**src/rtl/micro_core.sv**
```systemverilog
// -----------------------------------------------------------------------------
// micro_core
//   A small multi-cycle accumulator-style core. It accepts one instruction at a
//   time through a valid/ready handshake, sequences it through
//   FETCH -> EXEC -> (MEM) -> WB, and owns a register file, an internal data
//   memory (synchronous read, no reset) and an output port register.
//
// Parameters
//   DATA_W    : width of registers, memory words, ALU and out
//   NREG      : register-file entries (power of 2, >= 2)
//   MEM_DEPTH : data-memory words (power of 2)
//
// Ports
//   clk         in   single clock, all state changes on rising edge
//   rst         in   synchronous active-high reset
//   instr       in   instruction word {opcode[3:0], rd, rs/imm}
//   instr_valid in   instr is valid this cycle
//   instr_ready out  high only in FETCH
//   out         out  output port register (written by OUT)
//   out_valid   out  one-cycle pulse after an OUT write-back
//   carry_flag  out  carry (SUM) / borrow (SMI)
//   zero_flag   out  result of last SUM/SMI was zero
// -----------------------------------------------------------------------------
module micro_core #(
    parameter int DATA_W    = 8,
    parameter int NREG      = 4,
    parameter int MEM_DEPTH = 16,
    localparam int RSEL_W   = $clog2(NREG),
    localparam int AW       = $clog2(MEM_DEPTH),
    localparam int INSTR_W  = 4 + 2 * RSEL_W
) (
    input  logic               clk,
    input  logic               rst,
    input  logic [INSTR_W-1:0] instr,
    input  logic               instr_valid,
    output logic               instr_ready,
    output logic [DATA_W-1:0]  out,
    output logic               out_valid,
    output logic               carry_flag,
    output logic               zero_flag
);

    localparam logic [3:0] OP_LD  = 4'b0000;
    localparam logic [3:0] OP_ST  = 4'b0001;
    localparam logic [3:0] OP_MR  = 4'b0011;
    localparam logic [3:0] OP_SUM = 4'b0100;
    localparam logic [3:0] OP_SMI = 4'b1100;
    localparam logic [3:0] OP_OUT = 4'b0101;
    localparam logic [3:0] OP_LDI = 4'b0110;

    typedef enum logic [1:0] {
        S_FETCH = 2'd0,
        S_EXEC  = 2'd1,
        S_MEM   = 2'd2,
        S_WB    = 2'd3
    } state_t;

    state_t state_q, state_d;

    logic [INSTR_W-1:0] ir_q;
    logic [DATA_W-1:0]  regs_q [NREG];
    logic [DATA_W-1:0]  mem_q  [MEM_DEPTH];
    logic [DATA_W-1:0]  rdata_q;
    logic [DATA_W-1:0]  out_q;
    logic               out_valid_q;
    logic               carry_q;
    logic               zero_q;

    // Instruction fields decoded from the latched IR
    logic [3:0]        ir_op;
    logic [RSEL_W-1:0] ir_rd;
    logic [RSEL_W-1:0] ir_rs;
    logic [DATA_W-1:0] rd_val;
    logic [DATA_W-1:0] rs_val;
    logic [DATA_W-1:0] imm_ext;
    logic [AW-1:0]     mem_addr;

    assign ir_op    = ir_q[INSTR_W-1 -: 4];
    assign ir_rd    = ir_q[2*RSEL_W-1 -: RSEL_W];
    assign ir_rs    = ir_q[RSEL_W-1:0];
    assign rd_val   = regs_q[ir_rd];
    assign rs_val   = regs_q[ir_rs];
    assign imm_ext  = {{(DATA_W-RSEL_W){1'b0}}, ir_rs};
    // High address bits are dropped so addresses wrap modulo MEM_DEPTH
    assign mem_addr = rs_val[AW-1:0];

    // FSM control strobes
    logic accept;
    logic mem_we;
    logic mem_re;
    logic wb_en;

    // ------------------------------------------------------------------
    // FSM: state register
    // ------------------------------------------------------------------
    always_ff @(posedge clk) begin
        if (rst) begin
            state_q <= S_FETCH;
        end else begin
            state_q <= state_d;
        end
    end

    // ------------------------------------------------------------------
    // FSM: next-state logic
    // ------------------------------------------------------------------
    always_comb begin
        state_d = state_q;
        case (state_q)
            S_FETCH: if (accept) state_d = S_EXEC;
            S_EXEC: begin
                if (ir_op == OP_LD)      state_d = S_MEM;
                else if (ir_op == OP_ST) state_d = S_FETCH;
                else                     state_d = S_WB;
            end
            S_MEM:   state_d = S_WB;
            S_WB:    state_d = S_FETCH;
            default: state_d = S_FETCH;
        endcase
    end

    // ------------------------------------------------------------------
    // FSM: outputs
    // ------------------------------------------------------------------
    always_comb begin
        instr_ready = (state_q == S_FETCH);
        accept      = instr_ready && instr_valid;
        mem_we      = (state_q == S_EXEC) && (ir_op == OP_ST);
        mem_re      = (state_q == S_MEM);
        wb_en       = (state_q == S_WB);
    end

    // ------------------------------------------------------------------
    // Write-back datapath: ALU and write enables
    // ------------------------------------------------------------------
    logic [DATA_W:0]   alu;
    logic              reg_we;
    logic [DATA_W-1:0] reg_wdata;
    logic              flag_we;
    logic              out_we;

    always_comb begin
        alu       = '0;
        reg_we    = 1'b0;
        reg_wdata = '0;
        flag_we   = 1'b0;
        out_we    = 1'b0;

        // Bit DATA_W is carry-out for SUM and the borrow for SMI
        case (ir_op)
            OP_SUM:  alu = {1'b0, rd_val} + {1'b0, rs_val};
            OP_SMI:  alu = {1'b0, rd_val} - {1'b0, imm_ext};
            default: alu = '0;
        endcase

        if (wb_en) begin
            case (ir_op)
                OP_LD: begin
                    reg_we    = 1'b1;
                    reg_wdata = rdata_q;
                end
                OP_MR: begin
                    reg_we    = 1'b1;
                    reg_wdata = rs_val;
                end
                OP_SUM, OP_SMI: begin
                    reg_we    = 1'b1;
                    reg_wdata = alu[DATA_W-1:0];
                    flag_we   = 1'b1;
                end
                OP_OUT: out_we = 1'b1;
                OP_LDI: begin
                    reg_we    = 1'b1;
                    reg_wdata = imm_ext;
                end
                default: ;
            endcase
        end
    end

    // ------------------------------------------------------------------
    // Register file: one flop bank per entry
    // ------------------------------------------------------------------
    generate
        for (genvar gi = 0; gi < NREG; gi++) begin : g_reg
            always_ff @(posedge clk) begin
                if (rst) begin
                    regs_q[gi] <= '0;
                end else if (reg_we && (ir_rd == RSEL_W'(gi))) begin
                    regs_q[gi] <= reg_wdata;
                end
            end
        end
    endgenerate

    // ------------------------------------------------------------------
    // IR, flags and output port
    // ------------------------------------------------------------------
    always_ff @(posedge clk) begin
        if (rst) begin
            ir_q        <= '0;
            out_q       <= '0;
            out_valid_q <= 1'b0;
            carry_q     <= 1'b0;
            zero_q      <= 1'b0;
        end else begin
            out_valid_q <= out_we;
            if (accept) begin
                ir_q <= instr;
            end
            if (out_we) begin
                out_q <= rd_val;
            end
            if (flag_we) begin
                carry_q <= alu[DATA_W];
                zero_q  <= (alu[DATA_W-1:0] == '0);
            end
        end
    end

    // ------------------------------------------------------------------
    // Data memory: contents survive reset; reset only blocks the write
    // ------------------------------------------------------------------
    always_ff @(posedge clk) begin
        if (mem_we && !rst) begin
            mem_q[mem_addr] <= rd_val;
        end
        if (mem_re) begin
            rdata_q <= mem_q[mem_addr];
        end
    end

    assign out        = out_q;
    assign out_valid  = out_valid_q;
    assign carry_flag = carry_q;
    assign zero_flag  = zero_q;

endmodule

```
**config.mk**
```make
export PLATFORM = sky130hd
export DESIGN_NAME = micro_core
export DESIGN_NICKNAME = d
export VERILOG_FILES = /design/src/rtl/micro_core.sv
export SDC_FILE = /design/constraint.sdc
export NUM_CORES = 1
export LEC_CHECK = 0
export ABC_AREA = 0
export ABC_CLOCK_PERIOD_IN_PS = 3900
export BUFFER_PORTS_ARGS = -buffer_cell sky130_fd_sc_hd__buf_4
export CAP_MARGIN = 20
export CORE_ASPECT_RATIO = 1.1
export CORE_UTILIZATION = 60
export CTS_CLUSTER_DIAMETER = 40
export DETAILED_ROUTE_END_ITERATION = 6
export PLACE_DENSITY = 0.83
export SYNTH_ARGS = -nofsm -noshare
export SYNTH_HDL_FRONTEND = slang
export SYNTH_SLANG_ARGS = --single-unit
```
**constraint.sdc**
```tcl
create_clock -name clk -period 3.9 [get_ports clk]
set_input_delay 0.78 -clock clk [delete_from_list [all_inputs] [get_ports clk]]
set_output_delay 0.78 -clock clk [all_outputs]
set_load 0.1 [all_outputs]
```
==> results.cfg <==
[outcome]
status = finished, final reports clean

[synth]
synth.area.top_cells = edfxtp_1 (58%), dfxtp_1 (5.8%), nand2_1 (4.6%), mux2i_1 (4.5%), mux4_2 (3.9%)
synth_largest_area_cell = edfxtp_1
synth_common_cells = edfxtp_1 (168), nand2_1 (107), nor2_1 (64)
synth-edff-count = 168
synthFlopType = edfxtp_1
syn_inst = 651
synth.distinct_cells = 60
synth_most_common_cell = edfxtp_1
ys_warn_count = 0
synth_top_area_share = 0.583
synth-seq-area-share = 0.640
synthArstFlopShare = 0
syn_nets = 676
synth.cell_area_mm2 = 0.00866
avgSynthCellArea_um2 = 13.3
ys_seq_elements = 193

[sta]
rsz0062_at_grt = false
fmax_mhz = 270
setup_viol = 0
maxSlewViolCount = 0
fin_crit_sh = 0.949
slew_headroom = 0.409
final_hold_viol_count = 0
tightest_slew_ns = 0.878
period_needed_ns = 3.70
finClkSkew_ns = 0.00914
tns_ns = 0

[final_layout]
area_growth_pct = 11.1
utilization = 0.689
final_nets = 700
layout.area.seq_mm2 = 0.00555
diodes = 0
num-fill-cells = 971
layout-drive-gt1-share = 0.151
multi_input_area_mm2 = 0.00291

[worst_setup_path]
reg2reg_depth = 9
rrSetupSlack_ns = 0.20
worstPathRequired_ns = 4.23
cp_data_arrival_time_ns = 4.03
start_kind = register
crit_fanout = 6
crit_type = register to register
endpoint = zero_flag
critPathCaptureType = register
r2r-end = zero_flag

[clocking]
cts_hold_buffers = 0
cts_tree = yes
clockRootBuffer = clkbuf_16
cts_buffers = 17
cts_sinks = 193
htreeDepth = 4
cts.clk_slew.worst_paths_ns = 0.07
clock_path_buffers = 2
clk_latency_ns = 0.44

[place]
io_buffers = 22
detailed_place_hpwl_mm = 12.5
place.gp.congestion = 0.951

[grt]
grt_usage = 0.269
grt_start_max_net_pins = 49
grt_pass1_vias = 5386
gr-total-overflow = 0
antenna_found_initial = 0
grt_pass1_wl_mm = 28.4

[power]
p_per_area_mw_per_mm2 = 504
clkPwrFrac = 0.363
leakage_nw = 3.43
ir_worst_vdd_uv = 334
p_sw_mw = 1.29
p_comb_frac = 0.150
seqPwrFrac = 0.486
p_int_mw = 3.55
p_sw_frac = 0.266

[floorplanning]
ios = 23
rows = 45
die_area_mm2 = 0.0149
start_util = 0.620
die_w_um = 117
die_h_um = 128
core-area_mm2 = 0.0140

[route]
finalWirelength_mm = 18.6
wl_per_cell_um = 21.3
viasPerCell = 6.24
first_pass_iters = 5
vias = 5467
antenna_left = 0
drt_iter0_drc = 506
drc_errors = 0

[job]
max_cap_viol_count = 0

[hold_path]
holdPathStages = 2
worstHoldPathType = register to register
-- area by class of cell --
class / instances / share of cell area
clock buffer: 17 / 0.0442
clock inverter: 15 / 0.0177
inverter: 8 / 0.00312
multi-input combinational: 415 / 0.303
sequential: 193 / 0.577
tap: 188 / 0.0245
timing repair buffer: 40 / 0.0312
-- cell families after synthesis --
logic type                 after synthesis  synth area share
adders and majority gates               15            0.0224
and+or+nand+nor                        228             0.119
DFF                                    193             0.640
buffers and inverters                   43            0.0243
AOI/OAI and AO/OA                       88            0.0715
muxes                                   75             0.114
xor gates and xnor gates                 9           0.00910
-- flip-flops by register name, summed over array words and instances, names as in the netlist, named ones only --
name        cells
state_q         1
carry_flag      1
zero_flag       1
out_valid       1
regs_q         32
rdata_q         8
ir_q            8
mem_q         128
out             8
-- metal layers --
metal,part of all wire,vias up,GRT usage
met1,0.36,2675,0.320
met5,0,-,0
met2,0.52,256,0.468
met4,0.036,0,0.141
met3,0.078,44,0.0444
li1,-,2492,-
-- metrics by stage --
stage               cell area, um^2  instances  power [mW]  hold WS [ns]  setup slack [ns]
finish                         9620        876        4.84         0.493             0.201
detailed placement             9010        844        3.11         0.468             0.132
global placement               9010        844        3.09         0.458             0.239
CTS                            9610        876        4.84         0.486             0.106
global route                   9620        876        4.97         0.486            0.0283
floorplan                      8660        651        2.91         0.461             0.346
-- cell usage in the layout, fill, tap and decap left out, drive strengths merged, types with 3 or more instances in the layout --
cell type,Yosys,final
a31oi,19,19
xor2,6,6
nand3,6,6
xnor2,3,3
a211oi,3,3
o21a,3,3
a21oi,15,15
o22ai,11,11
mux2i,40,40
a221o,8,8
mux2,20,20
and3,17,17
ha,13,13
nand2,108,108
edfxtp,168,168
o21ai,7,7
nand2b,7,7
dfxtp,25,25
nor3,7,7
mux4,15,15
a21o,4,4
a222oi,4,4
clkinv,0,3
nor2,64,64
clkbuf,15,17
buf,20,40
inv,8,16
o31ai,4,4
nor2b,7,7
-- worst max-delay path: stages, from the launching register on --
cell     delay [ns]
dfxtp_1        0.54
mux4_2         0.59
inv_1          0.12
ha_1           0.26
mux2_2         0.30
fa_1           0.41
xnor2_1        0.20
or4_1          0.51
or3b_1         0.39
o31ai_1        0.26
-- power by group through the flow --
| stage | combinational (mW) | sequential, mW | clock, mW |
|---|---|---|---|
| floorplan | 0.547 | 2.37 | 0 |
| CTS | 0.722 | 2.35 | 1.76 |
| global route | 0.784 | 2.36 | 1.83 |
| finish | 0.729 | 2.35 | 1.76 |
| detailed placement | 0.713 | 2.40 | 0 |
| global placement | 0.698 | 2.40 | 0 |
-- what timing repair did --
action                     4_1_cts  5_1_grt
setup endpoints to repair        0        4
buffers inserted                 0        0
gates resized for setup          0        1
-- how the worst min path moves through the flow --
stage	startpoint	to	slack [ns]
final	carry_flag	carry_flag	0.49
after global routing	zero_flag	zero_flag	0.49
after CTS	zero_flag	zero_flag	0.49
after detailed placement	carry_flag	carry_flag	0.47
after global placement	carry_flag	carry_flag	0.46
after floorplan	ir_q[0]	register	0.46
(Power assumes the default switching activity.)
